--- src/rtl/mac_accum_pe.sv ---
// Signed multiply-accumulate processing element: a product register stage feeds an
// accumulator that emits one LEN-term dot product per vector with a one-cycle valid pulse.
module mac_accum_pe #(
  parameter int N     = 8,
  parameter int LEN   = 4,
  parameter int ACC_W = 2*N+4
) (
  input  logic             clk,
  input  logic             rst,
  input  logic             in_valid,
  input  logic [N-1:0]     a,
  input  logic [N-1:0]     b,
  input  logic             flush,
  output logic             out_valid,
  output logic [ACC_W-1:0] out_sum,
  output logic             busy
);

  localparam int CW = (LEN > 1) ? $clog2(LEN) : 1;
  localparam logic [CW-1:0] LAST = CW'(LEN-1);

  typedef enum logic [0:0] {
    IDLE = 1'b0,
    ACC  = 1'b1
  } state_t;

  state_t                    state_r;
  logic [CW-1:0]             cnt_r;
  logic signed [2*N-1:0]     p_r;
  logic                      p_valid_r;
  logic                      p_first_r;
  logic                      p_last_r;
  logic signed [ACC_W-1:0]   acc_r;
  logic signed [ACC_W-1:0]   out_sum_r;
  logic                      out_valid_r;
  logic signed [2*N-1:0]     prod_s;
  logic signed [ACC_W-1:0]   sum_s;
  logic                      last_pair_s;

  // Product of the incoming pair and the running sum fed by the product register.
  always_comb begin
    prod_s      = $signed(a) * $signed(b);
    last_pair_s = (cnt_r == LAST);
    if (p_first_r) begin
      sum_s = ACC_W'(p_r);
    end else begin
      sum_s = acc_r + ACC_W'(p_r);
    end
  end

  // Both pipeline stages and the vector-tracking state; flush outranks new input.
  always_ff @(posedge clk or posedge rst) begin
    if (rst) begin
      state_r     <= IDLE;
      cnt_r       <= {CW{1'b0}};
      p_r         <= {(2*N){1'b0}};
      p_valid_r   <= 1'b0;
      p_first_r   <= 1'b0;
      p_last_r    <= 1'b0;
      acc_r       <= {ACC_W{1'b0}};
      out_sum_r   <= {ACC_W{1'b0}};
      out_valid_r <= 1'b0;
    end else if (flush) begin
      state_r     <= IDLE;
      cnt_r       <= {CW{1'b0}};
      p_valid_r   <= 1'b0;
      acc_r       <= {ACC_W{1'b0}};
      out_valid_r <= 1'b0;
    end else begin
      p_valid_r <= in_valid;
      if (in_valid) begin
        p_r       <= prod_s;
        p_first_r <= (cnt_r == {CW{1'b0}});
        p_last_r  <= last_pair_s;
        cnt_r     <= last_pair_s ? {CW{1'b0}} : cnt_r + CW'(1);
        // With LEN=1 every pair is also the last one, so the FSM never leaves IDLE.
        case (state_r)
          IDLE:    state_r <= last_pair_s ? IDLE : ACC;
          ACC:     state_r <= last_pair_s ? IDLE : ACC;
          default: state_r <= IDLE;
        endcase
      end
      if (p_valid_r) begin
        acc_r <= sum_s;
        if (p_last_r) begin
          out_sum_r <= sum_s;
        end
      end
      out_valid_r <= p_valid_r & p_last_r;
    end
  end

  assign out_valid = out_valid_r;
  assign out_sum   = out_sum_r;
  assign busy      = (state_r == ACC) | p_valid_r;

endmodule
--- config.mk ---
export PLATFORM = sky130hd
export DESIGN_NAME = mac_accum_pe
export DESIGN_NICKNAME = d
export VERILOG_FILES = /design/src/rtl/mac_accum_pe.sv
export SDC_FILE = /design/constraint.sdc
export NUM_CORES = 1
export LEC_CHECK = 0
export BUFFER_PORTS_ARGS = -buffer_cell sky130_fd_sc_hd__buf_2
export CORE_MARGIN = 3
export CORE_UTILIZATION = 39
export CTS_CLUSTER_SIZE = 14
export DETAILED_ROUTE_END_ITERATION = 8
export PLACE_DENSITY = 0.58
export SYNTH_ARGS = -nofsm -noshare
export SYNTH_HDL_FRONTEND = slang
export SYNTH_SLANG_ARGS = --single-unit
--- constraint.sdc ---
create_clock -name clk -period 2.8 [get_ports clk]
set_clock_uncertainty 0.15 [all_clocks]
set_input_delay 0.56 -clock clk [delete_from_list [all_inputs] [get_ports clk]]
set_output_delay 0.56 -clock clk [all_outputs]
set_load 0.05 [all_outputs]
## Word level (Yosys, flattened, before mapping)

Cells that the tools add are included.

- Memory bits (writable): 0
- Logic and storage cells: 32
- Input port bits: 20
- Bits in registers: 63
- Bits in read-only memories: 0
- Memories kept: 0
- Bits in latches: 0
- Output and inout port bits: 22

- Bitwise operators: 3
- $lt $le $gt $ge: 0
- Divide/modulo/power cells: 0
- $add $sub $neg: 2
- Equality and inequality tests: 1
- $mul: 1
- Reduce and logical (&&, ||, !) cells: 5
- Shift-type cells: 0
- Multiplexer cells: 11

Operator list:

| kind | count |
|---|---|
| $mux W20 | 3 |
| $add A20 B16 Y20 | 1 |
| $mul A8 B8 Y16 | 1 |
| $mux W2 | 3 |
| $mux W1 | 5 |
| $reduce_bool A2 Y1 | 2 |
| $reduce_and A3 Y1 | 1 |
| $add A2 B1 Y2 const B | 1 |
| $eq A2 B2 Y1 const B | 1 |
| $logic_not A2 Y1 | 1 |
| $reduce_and A2 Y1 | 1 |
| $and A1 B1 Y1 | 1 |
| $not A1 Y1 | 1 |
| $or A1 B1 Y1 | 1 |

## Logic depth before layout (Yosys ltp)

Gate-level depths: netlist of run 1.

- Depth in word-level cells: 4
- Gate-level depth with buffers: 18
- Gate-level depth less buffers: 18

## Least setup slack after synthesis of run 1

OpenSTA, ideal clock, no wires.

- Path type: input to register
- Start point: input port a[7]
- End point: register p_r[15]
- Arrival: 4381 ps
- Buffers on the path: 0
- Required time: 2568 ps
- Library setup time: 82 ps
- Setup slack: -1813 ps
- Stages on the path: 15
- Path through: and2_1 > fa_1 > inv_1 > fa_1 > inv_1 > fa_1 > inv_1 > fa_1 > inv_1 > ha_1 > nand3_1 > a211oi_1 > nor3_1 > or3_1 > a31oi_1

- Longest elaborated chain between the ends: 1

RTL lines:

| element | RTL line | text |
|---|---|---|
| start: declaration | 11 | `input logic [N-1:0] a,` |
| $mul A8 B8 Y16 | 42 | `prod_s = $signed(a) * $signed(b);` |
| end signal: assignment | 56 | `p_r <= {(2*N){1'b0}};` |
| end signal: assignment | 72 | `p_r <= prod_s;` |
| end: declaration | 29 | `logic signed [2*N-1:0] p_r;` |

No other way between the ends.
A chain may end at the register's enable or synchronous reset.

## Worst setup path after layout of run 1

- Start point: input port a[5]
- End point: register p_r[15]

Same word-level chain as after synthesis.

==> results of run 1 <==
[worst paths after layout]
check                       startpoint     endpoint  slack (ps)  cells past startpoint
max                               a[5]      p_r[15]       -1450                     18
min                                rst   out_sum[8]         140                      2
max reg2reg                   acc_r[0]    acc_r[18]          70                     10
min reg2reg                out_sum[10]  out_sum[10]         320                      2
max in group asynchronous          rst    p_valid_r        1640                      3
min in group clk           out_sum[10]  out_sum[10]         320                      2
[state kept, by name, indices dropped and copies added, names as in the netlist]
signal	count
p_valid_r	1
acc_r	20
state_r	1
p_first_r	1
p_r	16
cnt_r	2
out_sum	20
out_valid	1
p_last_r	1
[what timing repair did]
item	4_1_cts	5_1_grt
endpoints found under the setup margin	19	26
pin swaps	39	39
setup buffers	8	11
hold buffers	0	0
resized for setup	63	38
[worst reg2reg max path: cells and delay by family, from the launching register on]
kind / cells / cell delay, ps
compound gates: 5 / 1230
xor+xnor: 1 / 160
fa+ha+maj: 2 / 540
flops: 1 / 370
simple gates: 2 / 190
[power groups by stage]
| stage | Combinational, mW | Clock [mW] | Sequential [mW] |
|---|---|---|---|
| after CTS | 3.82 | 1.01 | 1.20 |
| final | 4.05 | 0.971 | 1.20 |
| after detailed placement | 3.60 | 0 | 1.21 |
| after floorplan | 2.52 | 0 | 1.25 |
| after global placement | 3.50 | 0 | 1.20 |
| after global routing | 4.55 | 1.04 | 1.22 |
[layout by cell type (no fill, tap or decap), types with 27 or more instances in the layout]
master	Yosys	final
inv_1	101	79
nand2_1	83	78
dfrtp_1	63	63
buf_4	0	57
fa_1	56	50
nor2_1	41	41
ha_1	50	36
o21ai_0	43	32
buf_2	0	27
buf_6	0	27
[routing by layer]
layer  global-route usage  vias up  share of wire  wire (µm)
met1                0.213     2334           0.45       5930
met2                0.292       78           0.50       6570
met5                    0        -              0          0
met4               0.0733        0          0.025        333
met3               0.0140       25          0.024        318
li1                     -     2410              -          -
[logic make-up after synthesis]
| family | after synthesis | share of synthesized area |
|---|---|---|
| AO/OA/AOI/OAI | 138 | 0.147 |
| XOR/XNOR | 25 | 0.0368 |
| adder cells (fa/ha/maj) | 106 | 0.294 |
| buffers and inverters | 123 | 0.0776 |
| flip-flops | 63 | 0.265 |
| multiplexers | 10 | 0.0177 |
| AND/OR/NAND/NOR | 204 | 0.162 |
[final cells by class]
| class | count | area [µm²] |
|---|---|---|
| clock buffer | 14 | 254 |
| clock inverter | 1 | 5.00 |
| fill | 1361 | 7090 |
| inverter | 103 | 389 |
| multi-input combinational | 483 | 4270 |
| sequential | 63 | 1580 |
| tap | 184 | 230 |
| timing repair buffer | 116 | 935 |
==> impl_metrics.env, run 1 <==
export IMPL_ant_nets=0
export IMPL_cts_buffers=9
export IMPL_routed_wl_mm=13.2
export IMPL_finalHoldViolations=0
export IMPL_rows=44
export IMPL_status="complete, but fails checks"
export IMPL_syn_area_per_cell_um2=8.89
export IMPL_hold_path_class="input pin to async pin"
export IMPL_path_class="input pin to flop"
export IMPL_synth_top_area_frac=0.265
export IMPL_io_pins=42
export IMPL_layout_min_cycle_time_ps=4250
export IMPL_postLayoutCellArea_um2=7660
export IMPL_tritoncts="built"
export IMPL_p_switching_mw=2.58
export IMPL_fin_setup_tns_ps=-11560
export IMPL_netlist_instances=669
export IMPL_wire_per_inst_um=13.6
export IMPL_finalNetCount=902
export IMPL_worstSetupStartpointType="input pin"
export IMPL_gp_congestion=0.890
export IMPL_grt_max_degree=41
export IMPL_synthesis_area_um2=5950
export IMPL_period_share=1.52
export IMPL_fin_util=0.519
export IMPL_required_ps=2890
export IMPL_grt_overflow_total=0
export IMPL_cts_sinks=63
export IMPL_path_common_cell="fa_1"
export IMPL_antenna_found_initial=0
export IMPL_drtIter0Drc=208
export IMPL_insertedDiodeCount=0
export IMPL_synth_edf_count=0
export IMPL_synth_cell_types=48
export IMPL_end_kind="flop"
export IMPL_pwr_share_comb=0.651
export IMPL_clkPwrFrac=0.156
export IMPL_clk_pin_slew_worst_paths_ps=50
export IMPL_cap_viol_max_count=0
export IMPL_yosysMostFrequentCell="inv_1"
export IMPL_clockRootBuffer="clkbuf_16"
export IMPL_crit_arrival_ps=4350
export IMPL_hold_ws_ps=145
export IMPL_clock_latency_ps=330
export IMPL_power_mw=6.21
export IMPL_max_stage_delay_ps=530
export IMPL_area_delta_synth_final_pct=28.8
export IMPL_core_area_um2=14800
export IMPL_violations="setup timing"
export IMPL_drive_above_1_share=0.287
export IMPL_ys_async_sr_fraction=1.00
export IMPL_ir_drop_mv=0.320
export IMPL_grt_pass1_wl_mm=22.8
export IMPL_drc_errors=0
export IMPL_drt_vias_per_instance=5.03
export IMPL_cts_buffer_depth=2
export IMPL_dp_hpwl_mm=10.6
export IMPL_setup_viol=11
export IMPL_synth_area_leaders="dfrtp_1 (27%), fa_1 (19%), ha_1 (11%), inv_1 (6.4%), nand2_1 (5.2%)"
export IMPL_start_util=0.403
export IMPL_power_leakage_nw=3.69
export IMPL_die_w_um=130
export IMPL_yosys_warnings=0
export IMPL_dp_worst_setup_slack_ps=-1870
export IMPL_synth_main_ff_cell="dfrtp_1"
export IMPL_yosysTopAreaCell="dfrtp_1"
export IMPL_cp_buffers_inverters=6
export IMPL_worst_pin_slew_ps=583
export IMPL_port_buffers=41
export IMPL_final_cells=964
export IMPL_internal_power_mw=3.63
export IMPL_dieHeight_um=130
export IMPL_rsz0062_at_grt="yes"
export IMPL_synth_nets=795
export IMPL_fp_dieArea_um2=16800
export IMPL_ys_ff_latch=63
export IMPL_timing_final_ws_setup_ps=-1450
export IMPL_synth_sequential_area_ratio=0.265
export IMPL_cp_slowest_cell="fa_1"
export IMPL_dr_total_vias=4847
export IMPL_crit_family="adder cells"
export IMPL_place_area_um2=6940
export IMPL_maxSlewHeadroom=0.611
export IMPL_worstPathCellList="buf_8 -> and2_4 -> fa_1 -> inv_1 -> fa_1 -> inv_2 -> fa_1 -> inv_1 -> fa_1 -> inv_2 -> ha_4 -> inv_4 -> o21ai_4 -> a211oi_2 -> a211oi_4 -> nor3_1 -> or3_1 -> a31oi_1"
export IMPL_grt_pass1_vias=4925
export IMPL_swShare=0.416
export IMPL_first_pass_iters=6
export IMPL_power_per_cell_area_nw_per_um2=811
export IMPL_synth_commonest_cells="inv_1 (101), nand2_1 (83), dfrtp_1 (63), fa_1 (56), ha_1 (50)"
export IMPL_grtUsageTotal=0.167
export IMPL_dp_cells=935
export IMPL_final_max_slew_viol_count=0
export IMPL_seqPwrFrac=0.192
export IMPL_htreeDepth=3
export IMPL_crit_fanout=4
export IMPL_max_clock_freq_ghz=0.235
No activity file was read; power rests on OpenSTA's default activity.
==> run 2: changes to the inputs <==
--- a/config.mk
+++ b/config.mk
@@ -5,7 +5,7 @@
 export SDC_FILE = /design/constraint.sdc
 export NUM_CORES = 1
 export LEC_CHECK = 0
-export BUFFER_PORTS_ARGS = -buffer_cell sky130_fd_sc_hd__buf_2
+export BUFFER_PORTS_ARGS = -buffer_cell sky130_fd_sc_hd__buf_4
 export CORE_MARGIN = 3
 export CORE_UTILIZATION = 39
 export CTS_CLUSTER_SIZE = 14
==> run 2 against run 1 <==
The flow still finishes with violations (setup timing). First-iteration DRC count down 23%. Worst hold slack better by 4.1 ps. Worst setup slack better by 14 ps. Sequential power is essentially flat. Critical endpoint unchanged. Largest power group unchanged. Highest routed layer unchanged.
==> impl_metrics.env, run 2 (synthesis gave the netlist of run 1 again) <==
export IMPL_status="complete, but fails checks"
export IMPL_violations="setup timing"
export IMPL_wire_per_inst_um=13.3
export IMPL_final_max_slew_viol_count=0
export IMPL_rsz0062_at_grt="yes"
export IMPL_drt_vias_per_instance=4.94
export IMPL_core_area_um2=14800
export IMPL_tritoncts="built"
export IMPL_gp_congestion=0.889
export IMPL_worst_pin_slew_ps=578
export IMPL_required_ps=2900
export IMPL_r2r_end="acc_r[18]"
export IMPL_end_kind="flop"
export IMPL_worstSetupStartpointType="input pin"
export IMPL_endpoint="p_r[15]"
export IMPL_first_pass_iters=6
export IMPL_crit_start="a[5]"
export IMPL_timing_final_ws_setup_ps=-1440
export IMPL_rows=44
export IMPL_max_clock_freq_ghz=0.236
export IMPL_seqPwrFrac=0.187
export IMPL_grtUsageTotal=0.163
export IMPL_crit_fanout=4
export IMPL_period_share=1.51
export IMPL_r2r_start="acc_r[0]"
export IMPL_fp_dieArea_um2=16800
export IMPL_pwr_share_comb=0.627
export IMPL_cts_buffer_depth=2
export IMPL_grt_overflow_total=0
export IMPL_htreeDepth=3
export IMPL_rrSetupSlack_ps=110
export IMPL_clock_latency_ps=330
export IMPL_grt_pass1_wl_mm=22.6
export IMPL_dp_hpwl_mm=10.1
export IMPL_dieHeight_um=130
export IMPL_grt_pass1_vias=4964
export IMPL_dp_cells=936
export IMPL_setup_viol=11
export IMPL_path_class="input pin to flop"
export IMPL_power_leakage_nw=3.74
export IMPL_p_switching_mw=2.62
export IMPL_die_w_um=130
export IMPL_hold_path_class="input pin to async pin"
export IMPL_grt_max_degree=39
export IMPL_cap_viol_max_count=0
export IMPL_finalHoldViolations=0
export IMPL_ant_nets=0
export IMPL_mostFrequentLayoutCell="buf_4"
export IMPL_finalNetCount=902
export IMPL_routed_wl_mm=12.8
export IMPL_layout_min_cycle_time_ps=4240
export IMPL_power_per_cell_area_nw_per_um2=826
export IMPL_maxSlewHeadroom=0.614
export IMPL_place_area_um2=7060
export IMPL_fin_util=0.528
export IMPL_drc_errors=0
export IMPL_insertedDiodeCount=0
export IMPL_area_delta_synth_final_pct=30.9
export IMPL_cts_sinks=63
export IMPL_dr_total_vias=4763
export IMPL_port_buffers=41
export IMPL_clkPwrFrac=0.186
export IMPL_nFillCells=1366
export IMPL_mostFrequentLayoutCells="buf_4 (97), inv_1 (81), nand2_1 (78), dfrtp_1 (63), fa_1 (51)"
export IMPL_drive_above_1_share=0.300
export IMPL_cts_buffers=9
export IMPL_hold_ws_ps=149
export IMPL_drtIter0Drc=161
export IMPL_crit_arrival_ps=4350
export IMPL_start_util=0.403
export IMPL_dp_worst_setup_slack_ps=-1830
export IMPL_r2r_cells=10
export IMPL_swShare=0.408
export IMPL_io_pins=42
export IMPL_postLayoutCellArea_um2=7780
export IMPL_antenna_found_initial=0
export IMPL_clk_pin_slew_worst_paths_ps=60
export IMPL_ir_drop_mv=0.333
export IMPL_final_cells=965
export IMPL_clockRootBuffer="clkbuf_16"
export IMPL_internal_power_mw=3.81
## run 2: cell types whose count changed in the layout (fill, tap and decap cells not counted), moves of 4 or more
cell	before	now
clkbuf_1	4	0
buf_4	57	97
buf_2	27	0
buf_6	27	15
## run 2: layer usage
| metal | GRT usage | part of all wire |
|---|---|---|
| met5 | 0 | 0 |
| met1 | 0.209 | 0.46 |
| met3 | 0.0198 | 0.020 |
| met2 | 0.292 | 0.51 |
| met4 | 0.0452 | 0.011 |
## run 2: area by class of cell
type,instances,area (µm²),share of cell area
clock inverter,7,97.6,0.0125
inverter,103,387,0.0497
multi-input combinational,483,4310,0.553
timing repair buffer,116,962,0.124
tap,184,230,0.0296
clock buffer,9,225,0.0289
sequential,63,1580,0.203
## run 2: worst min-delay path by stage
stage	depth (start not counted)	slack, ps	endpoint
after global placement	2	310	p_last_r
after CTS	2	170	out_sum[3]
after global routing	2	200	p_r[1]
after floorplan	2	300	p_last_r
after detailed placement	2	320	p_last_r
final	2	150	out_sum[3]
## run 2: worst max-delay path: stages
cell	delay, ps
buf_6	100
and2_4	150
fa_1	520
inv_1	50
fa_1	490
inv_2	40
fa_1	520
inv_1	50
fa_1	490
inv_2	50
ha_4	270
inv_2	40
o21ai_2	150
a211oi_2	90
a211oi_2	210
nor3_1	90
or3_1	320
a31oi_1	160
## run 2: through the flow
step           setup TNS, ps  power (mW)
2_1_floorplan         -11850        3.77
3_3_place_gp          -16080        4.71
3_5_place_dp          -16520        4.79
4_1_cts               -11820        6.18
5_1_grt               -13500        7.03
6_report              -12020        6.43
## run 2: repair_timing
action	in CTS	in global routing
pin swaps	50	48
endpoints found under the setup margin	16	22
resized for setup	41	36
buffers inserted	10	5
hold buffers	0	0
## run 2: power by group through the flow
stage	Combinational, mW	Sequential (mW)	Clock, mW
floorplan	2.52	1.25	0
global placement	3.50	1.21	0
detailed placement	3.58	1.22	0
CTS	3.76	1.20	1.21
global route	4.55	1.23	1.25
finish	4.03	1.20	1.19
==> run 3: changes to the inputs <==
--- a/config.mk
+++ b/config.mk
@@ -6,11 +6,13 @@
 export NUM_CORES = 1
 export LEC_CHECK = 0
 export BUFFER_PORTS_ARGS = -buffer_cell sky130_fd_sc_hd__buf_4
+export CELL_PAD_IN_SITES_DETAIL_PLACEMENT = 1
+export CELL_PAD_IN_SITES_GLOBAL_PLACEMENT = 1
 export CORE_MARGIN = 3
 export CORE_UTILIZATION = 39
 export CTS_CLUSTER_SIZE = 14
 export DETAILED_ROUTE_END_ITERATION = 8
-export PLACE_DENSITY = 0.58
+export PLACE_DENSITY = 0.71
 export SYNTH_ARGS = -nofsm -noshare
 export SYNTH_HDL_FRONTEND = slang
 export SYNTH_SLANG_ARGS = --single-unit
==> run 3 against run 2 <==
The flow still finishes with violations (setup timing). Die area stayed put. Combinational power up 11%. Sequential share of layout area down 0.091 points. Critical endpoint is now p_r[13].
==> impl_metrics.env, run 3 (synthesis gave the netlist of run 1 again) <==
export IMPL_register_area_um2=1580
export IMPL_dp_worst_setup_slack_ps=-1870
export IMPL_clockRootBuffer="clkbuf_16"
export IMPL_crit_arrival_ps=4420
export IMPL_antenna_found_initial=0
export IMPL_end_kind="flop"
export IMPL_routed_wl_mm=16.9
export IMPL_mostFrequentLayoutCells="buf_4 (85), inv_1 (79), nand2_1 (77), dfrtp_1 (63), fa_1 (51)"
export IMPL_rows=44
export IMPL_max_clock_freq_ghz=0.230
export IMPL_layout_min_cycle_time_ps=4360
export IMPL_wire_per_inst_um=17.6
export IMPL_drive_above_1_share=0.297
export IMPL_io_pins=42
export IMPL_tritoncts="built"
export IMPL_mostFrequentLayoutCell="buf_4"
export IMPL_final_max_slew_viol_count=0
export IMPL_timing_final_ws_setup_ps=-1560
export IMPL_setup_viol=12
export IMPL_ir_drop_mv=0.500
export IMPL_hold_path_class="input pin to async pin"
export IMPL_fin_setup_tns_ps=-13220
export IMPL_cts_buffers=9
export IMPL_grt_pass1_wl_mm=28.0
export IMPL_rsz0062_at_grt="yes"
export IMPL_crit_fanout=5
export IMPL_insertedDiodeCount=0
export IMPL_htreeDepth=3
export IMPL_core_area_um2=14800
export IMPL_path_class="input pin to flop"
export IMPL_dieHeight_um=130
export IMPL_start_util=0.403
export IMPL_port_buffers=41
export IMPL_finalHoldViolations=0
export IMPL_die_w_um=130
export IMPL_area_delta_synth_final_pct=31.4
export IMPL_power_leakage_nw=3.73
export IMPL_cts_sinks=63
export IMPL_drtIter0Drc=246
export IMPL_status="complete, but fails checks"
export IMPL_grt_overflow_total=0
export IMPL_ant_nets=0
export IMPL_clock_latency_ps=330
export IMPL_first_pass_iters=4
export IMPL_dr_total_vias=5064
export IMPL_drc_errors=0
export IMPL_period_share=1.56
export IMPL_grt_max_degree=41
export IMPL_violations="setup timing"
export IMPL_clk_pin_slew_worst_paths_ps=50
export IMPL_fp_dieArea_um2=16800
export IMPL_maxSlewHeadroom=0.501
export IMPL_power_per_cell_area_nw_per_um2=855
export IMPL_drt_vias_per_instance=5.27
export IMPL_required_ps=2860
export IMPL_cts_buffer_depth=2
export IMPL_finalNetCount=899
export IMPL_nFillCells=1671
export IMPL_gp_congestion=0.855
export IMPL_grt_pass1_vias=5717
export IMPL_cap_viol_max_count=0
export IMPL_worst_pin_slew_ps=749
export IMPL_worstSetupStartpointType="input pin"
export IMPL_dp_hpwl_mm=12.8
export IMPL_power_mw=6.69
export IMPL_multi_input_area_um2=4350
export IMPL_grtUsageTotal=0.209
run 3: final cells by class:
type	count	share of cell area
multi-input cells	483	0.556
flip-flops and latches	63	0.202
repair buffers	113	0.130
inverters	103	0.0498
clock buffers	14	0.0325
well taps	184	0.0294
clock inverters	1	0.000640
run 3: worst max-delay path: stages:
cell and delay, ps:
buf_8 110, and2_4 160, fa_1 550, inv_1 50, fa_1 520, inv_2 50, fa_1 540, inv_1 50
fa_1 490, inv_2 50, ha_4 230, inv_4 70, o21ai_4 60, a211oi_2 210, a211oi_2 70, buf_4 150
nor3_4 200, xor2_1 210, o21ai_1 100
run 3: power by group:
part           internal [mW]  switching (mW)  leakage (nW)
combinational           2.05            2.42          2.82
sequential              1.07           0.154         0.788
clock                  0.617           0.374         0.127
total                   3.74            2.95          3.73
run 3: through the flow:
stage	instances	util	hold WS (ps)	area [µm²]
6_report	961	0.530	171	7820
5_1_grt	961	0.530	228	7820
4_1_cts	955	0.514	199	7580
3_5_place_dp	932	0.479	322	7070
3_3_place_gp	932	0.479	313	7070
2_1_floorplan	669	-	296	6120
run 3: worst paths after layout:
check / depth (start not counted) / end / slack (ps) / start
setup / recovery: 19 / p_r[13] / -1560 / a[5]
hold / removal: 2 / out_sum[12] / 170 / rst
setup reg to reg: 10 / acc_r[18] / -80 / p_r[0]
hold reg to reg: 2 / out_sum[14] / 330 / out_sum[14]
max in group asynchronous: 3 / state_r / 1710 / rst
min in group clk: 2 / out_sum[14] / 330 / out_sum[14]
run 3: routing by layer:
layer / up-vias / wire [µm] / global-route usage
met1: 2587 / 7190 / 0.258
li1: 2390 / - / -
met3: 17 / 511 / 0.0425
met2: 70 / 9050 / 0.378
met4: 0 / 186 / 0.0452
met5: - / 0 / 0
run 3: repair_timing:
action,CTS,global route
setup buffers,15,7
pin swaps,33,35
hold buffers,0,0
resized for setup,48,45
endpoints found under the setup margin,23,26
